[config.mk]
export PLATFORM = sky130hd
export DESIGN_NAME = icache_dm
export DESIGN_NICKNAME = d
export VERILOG_FILES = /design/src/rtl/icache_dm.sv
export SDC_FILE = /design/constraint.sdc
export NUM_CORES = 2
export LEC_CHECK = 0
export CAP_MARGIN = 20
export CORE_ASPECT_RATIO = 0.75
export CORE_MARGIN = 2
export CORE_UTILIZATION = 40
export DETAILED_ROUTE_END_ITERATION = 10
export SYNTH_ARGS = -nofsm -noshare
export SYNTH_HDL_FRONTEND = slang
export SYNTH_SLANG_ARGS = --single-unit
export TNS_END_PERCENT = 1
[constraint.sdc]
create_clock -name clk -period 5.7 [get_ports clk]
set_input_delay 1.14 -clock clk [delete_from_list [all_inputs] [get_ports clk]]
set_output_delay 1.14 -clock clk [all_outputs]
set_load 0.02 [all_outputs]
[src/rtl/icache_dm.sv]
// Direct-mapped read-only instruction cache between the core's fetch port and instruction RAM.
// Hits return combinationally; misses hold the core and fill the whole line word 0 upward.
module icache_dm #(
    parameter int LINES          = 16,
    parameter int WORDS_PER_LINE = 4
) (
    input  logic        clk,
    input  logic        reset_n,
    input  logic [31:0] cpu_addr_i,
    output logic [31:0] cpu_instr_o,
    output logic        cpu_hold_o,
    input  logic        flush_i,
    output logic [31:0] mem_addr_o,
    input  logic [31:0] mem_data_i,
    output logic        mem_ce_n_o,
    output logic        mem_oe_n_o,
    input  logic        mem_hold_i,
    output logic [31:0] miss_cnt_o
);

    localparam int OFF_W = $clog2(WORDS_PER_LINE);
    localparam int IDX_W = $clog2(LINES);
    localparam int TAG_W = 30 - OFF_W - IDX_W;
    localparam int LA_W  = 30 - OFF_W;

    typedef enum logic [1:0] {S_IDLE, S_ISSUE, S_WAIT} state_t;

    state_t state, state_nxt;

    logic [31:0]      data_mem [LINES-1:0][WORDS_PER_LINE-1:0];
    logic [TAG_W-1:0] tag_mem  [LINES-1:0];
    logic [LINES-1:0] valid;
    logic [LA_W-1:0]  line_addr;
    logic [OFF_W-1:0] word_cnt;
    logic             pend_flush;

    logic [OFF_W-1:0] cpu_off;
    logic [IDX_W-1:0] cpu_idx;
    logic [TAG_W-1:0] cpu_tag;
    logic [IDX_W-1:0] fill_idx;
    logic [TAG_W-1:0] fill_tag;
    logic             hit;
    logic             miss;
    logic             word_we;
    logic             last_word;

    assign cpu_off   = cpu_addr_i[2 +: OFF_W];
    assign cpu_idx   = cpu_addr_i[2+OFF_W +: IDX_W];
    assign cpu_tag   = cpu_addr_i[31 -: TAG_W];
    assign fill_idx  = line_addr[IDX_W-1:0];
    assign fill_tag  = line_addr[LA_W-1:IDX_W];

    assign hit       = (state == S_IDLE) && valid[cpu_idx] && (tag_mem[cpu_idx] == cpu_tag);
    assign miss      = (state == S_IDLE) && !hit;
    assign word_we   = (state == S_WAIT) && !mem_hold_i;
    assign last_word = (word_cnt == OFF_W'(WORDS_PER_LINE - 1));

    assign cpu_instr_o = data_mem[cpu_idx][cpu_off];
    assign miss_cnt_o  = miss_cnt;

    logic [31:0] miss_cnt;

    always_ff @(posedge clk or negedge reset_n) begin
        if (!reset_n) state <= S_IDLE;
        else          state <= state_nxt;
    end

    always_comb begin
        state_nxt  = state;
        cpu_hold_o = 1'b1;
        mem_ce_n_o = 1'b1;
        mem_oe_n_o = 1'b1;
        mem_addr_o = {line_addr, word_cnt, 2'b00};
        case (state)
            S_IDLE: begin
                cpu_hold_o = !hit;
                mem_addr_o = {cpu_addr_i[31:2], 2'b00};
                if (!hit) state_nxt = S_ISSUE;
            end
            S_ISSUE: begin
                mem_ce_n_o = 1'b0;
                mem_oe_n_o = 1'b0;
                state_nxt  = S_WAIT;
            end
            S_WAIT: begin
                mem_ce_n_o = 1'b0;
                mem_oe_n_o = 1'b0;
                if (!mem_hold_i) state_nxt = last_word ? S_IDLE : S_ISSUE;
            end
            default: state_nxt = S_IDLE;
        endcase
    end

    // Later assignments win: a miss drops its own line's valid, and a flush on the
    // completion edge (or earlier in the fill) keeps the filled line invalid.
    always_ff @(posedge clk or negedge reset_n) begin
        if (!reset_n) begin
            valid      <= '0;
            line_addr  <= '0;
            word_cnt   <= '0;
            miss_cnt   <= '0;
            pend_flush <= 1'b0;
        end else begin
            if (flush_i) begin
                valid <= '0;
                if (state != S_IDLE) pend_flush <= 1'b1;
            end
            if (miss) begin
                line_addr      <= cpu_addr_i[31:2+OFF_W];
                word_cnt       <= '0;
                miss_cnt       <= miss_cnt + 32'd1;
                valid[cpu_idx] <= 1'b0;
            end
            if (word_we) begin
                if (last_word) begin
                    if (!pend_flush && !flush_i) valid[fill_idx] <= 1'b1;
                    pend_flush <= 1'b0;
                end else begin
                    word_cnt <= word_cnt + 1'b1;
                end
            end
        end
    end

    always_ff @(posedge clk) begin
        if (word_we) data_mem[fill_idx][word_cnt] <= mem_data_i;
        if (word_we && last_word) tag_mem[fill_idx] <= fill_tag;
    end

endmodule

==> impl_metrics.json <==
{
  "drc": 0,
  "switching_share": 0.2334,
  "hold_buffers": 0,
  "relSlewSlack": 0.2809,
  "path_max_fanout": 26,
  "rsz0062_at_grt": "false",
  "grt_pass1_vias": 46000,
  "io_buffers": 162,
  "setup_slack_ns": 0.2537,
  "initial_core_util": 0.4034,
  "hp-class": "in2async",
  "grt_max_degree": 94,
  "gr-total-overflow": 0,
  "synthCells": 4161,
  "cap_viol_max_count": 0,
  "clk_path_buf_depth": 3,
  "cts_max_level": 4,
  "via_per_inst": 5.780,
  "switchingPower_mw": 9.389,
  "fin_util": 0.4654,
  "tightestPinTransition_ns": 1.079,
  "critPathLaunch": "cpu_addr_i[4]",
  "synthFlopType": "edfxtp_1",
  "worstSetupStartpointType": "input port",
  "arrival_ns": 4.31,
  "clk-insertion-delay-late_ns": 0.88,
  "final_nets": 4633,
  "cpPeakStageDelay_ns": 0.59,
  "drt_iter0_drc": 5349,
  "pre_cts_slack_ns": 0.2583,
  "place_congestion": 0.8247,
  "postCtsResizedCells": 0,
  "p_int_mw": 30.84,
  "firstDrtPassIters": 5,
  "fin_crit_ns": 5.446,
  "yosys-top-cells-area": "edfxtp_1 75%, mux4_2 17%, dfrtp_1 2.1%, mux2i_1 1.0%, mux2_2 0.81%",
  "ir_drop_mv": 0.3342,
  "worstRegToRegCells": 10,
  "clock-root-buffer": "clkbuf_16",
  "ant_nets": 0,
  "ys_seq_area_frac": 0.7700,
  "fmax_mhz": 183.6,
  "drive_gt1_frac": 0.3123,
  "slew_violations": 0,
  "finalHoldViolations": 0,
  "finalCritPeriodShare": 0.9555,
  "clk_pin_slew_worst_paths_ns": 0.06,
  "yosys.area.top_type": "edfxtp_1",
  "leakage_nw": 35.08,
  "tritoncts": "yes",
  "die_w_microns": 574.0,
  "crit_end": "cpu_hold_o",
  "ys_seq_elements": 2513,
  "rrSetupSlack_ns": 1.80,
  "cts_setup_buffers": 0,
  "wl_per_cell_microns": 31.60,
  "pwr-share-comb": 0.087,
  "die_h_microns": 431.5,
  "path_class": "in2out",
  "grt_use_total": 0.2019,
  "num_rows": 156,
  "crit_path_top_delay_cell": "clkdlybuf4s50_1",
  "clkPwrFrac": 0.380,
  "r2r_start": "tag_mem[15][3]$_DFFE_PP_",
  "layout.area.seq_sq_um": 75060,
  "path_cells": "buf_8 > nand2_1 > a211oi_1 > nor4_1 > a2111oi_0 > a2bb2oi_1 > o2111ai_1 > nor3_1 > nand4_1 > clkdlybuf4s50_1",
  "syn_to_final_growth_pct": 15.37,
  "seqPwrFrac": 0.533,
  "core_area_sq_um": 241600,
  "worst_setup_path_end_kind": "output port",
  "grt_pass1_wl_microns": 354300,
  "yosys_warnings": 0,
  "vias": 46240,
  "synth_top_area_frac": 0.7492,
  "cp.required_ns": 4.56,
  "clock-sinks": 2513,
  "antenna_found_initial": 24,
  "clock-skew-final_ns": 0.04033,
  "synthesis.area_sq_um": 97480,
  "dieArea_sq_um": 247700,
  "finalSetupViolCount": 0,
  "synth_area_per_cell_sq_um": 23.43,
  "nFillCells": 19780,
  "status": "completed",
  "tns_ns": 0,
  "ys_async_sr_fraction": 0.03223,
  "power_density_nw_per_um2": 357.8,
  "yosysUniqueCellTypes": 71,
  "totalWireLength_microns": 252800,
  "rr_endpoint": "valid[15]$_DFF_PN0_",
  "hpwl_microns": 142200,
  "synth_edf_count": 2432,
  "cts_buffers": 233,
  "num_io_pins": 167,
  "multi_input_area_sq_um": 21700
}
power groups by stage:
stage                     sequential, mW  clock (mW)  combinational (mW)
after floorplan                     21.6           0                1.95
after global routing                21.5        16.3                3.68
final                               21.4        15.3                3.51
after detailed placement            21.9           0                3.51
after CTS                           21.5        15.6                3.52
after global placement              21.8           0                3.47
routing by layer:
metal,GRT usage,part of all wire
met1,0.2883,0.42
met2,0.3306,0.49
met3,0.03013,0.068
met4,0.04478,0.020
met5,0,0.000087
synthesized netlist by cell type (17+ instances only):
cell         n
and3_1      19
dfrtp_1     81
buf_1       29
nand3_1     41
nand2_1     52
buf_2       36
edfxtp_1  2432
nor2_1      84
o32ai_1     17
inv_1       35
mux4_2     727
nor4_1      17
xnor2_1     42
clkbuf_1   128
a21oi_1     21
mux2_2      70
mux2i_1     99
a22oi_1     33
flip-flops by register name, indices dropped and copies added, names as in the netlist:
signal      count
data_mem     2048
tag_mem       384
miss_cnt_o     32
line_addr      28
valid          16
state           2
word_cnt        2
pend_flush      1
worst min-delay path by stage:
stage                                          start                         end  slack (ns)  cells past startpoint
after detailed placement  miss_cnt_o[31]$_DFFE_PN0N_  miss_cnt_o[31]$_DFFE_PN0N_        0.46                      1
after CTS                                    reset_n  miss_cnt_o[23]$_DFFE_PN0N_        0.21                      1
after floorplan                 pend_flush$_DFF_PN0_        pend_flush$_DFF_PN0_        0.49                      2
final                                        reset_n  miss_cnt_o[23]$_DFFE_PN0N_        0.25                      1
after global placement    miss_cnt_o[31]$_DFFE_PN0N_  miss_cnt_o[31]$_DFFE_PN0N_        0.46                      1
after global routing                         reset_n  miss_cnt_o[23]$_DFFE_PN0N_        0.25                      1
metrics by stage:
| step | hold slack, ns | cell area, sq um | power (mW) | std cells |
|---|---|---|---|---|
| after CTS | 0.2090 | 112100 | 40.55 | 7981 |
| final | 0.2514 | 112500 | 40.23 | 7999 |
| after global routing | 0.2528 | 112500 | 41.45 | 7998 |
| after global placement | 0.4643 | 104700 | 25.27 | 7544 |
| after detailed placement | 0.4580 | 104700 | 25.37 | 7544 |
| after floorplan | 0.4851 | 97480 | 23.57 | 4162 |
worst max-delay path: cells and delay by family:
kind,cells,cell delay (ns)
and+or+nand+nor,4,0.86
buffers and inverters,2,0.89
AOI/OAI and AO/OA,4,1.37
final cells by class:
class                   instances  share of cell area
well taps                    3239             0.03604
multi-input cells            1387              0.1930
clock buffers                 290             0.05413
clock inverters               147             0.01236
diodes                          2          0.00004450
inverters                      38            0.001268
flip-flops and latches       2513              0.6674
repair buffers                383             0.03574
cell families after synthesis:
kind of cell | count (synthesis) | share of synthesized area
AO/OA/AOI/OAI | 144 | 0.01082
AND/OR/NAND/NOR | 287 | 0.01501
flip-flops | 2513 | 0.7700
multiplexers | 897 | 0.1863
XOR/XNOR | 48 | 0.004313
other | 1 | 0.00003847
adder cells (fa/ha/maj) | 9 | 0.001155
buffers and inverters | 262 | 0.01234
cells in the final DEF (no fill, tap or decap), types with 60 or more instances in the layout:
cell type,n
clkbuf_16,235
mux2i_1,99
edfxtp_1,2432
mux2_2,70
buf_4,176
nor2_4,65
clkinv_1,60
buf_12,77
dfrtp_1,81
clkdlybuf4s50_1,93
mux4_2,727
(Power assumes the default switching activity.)
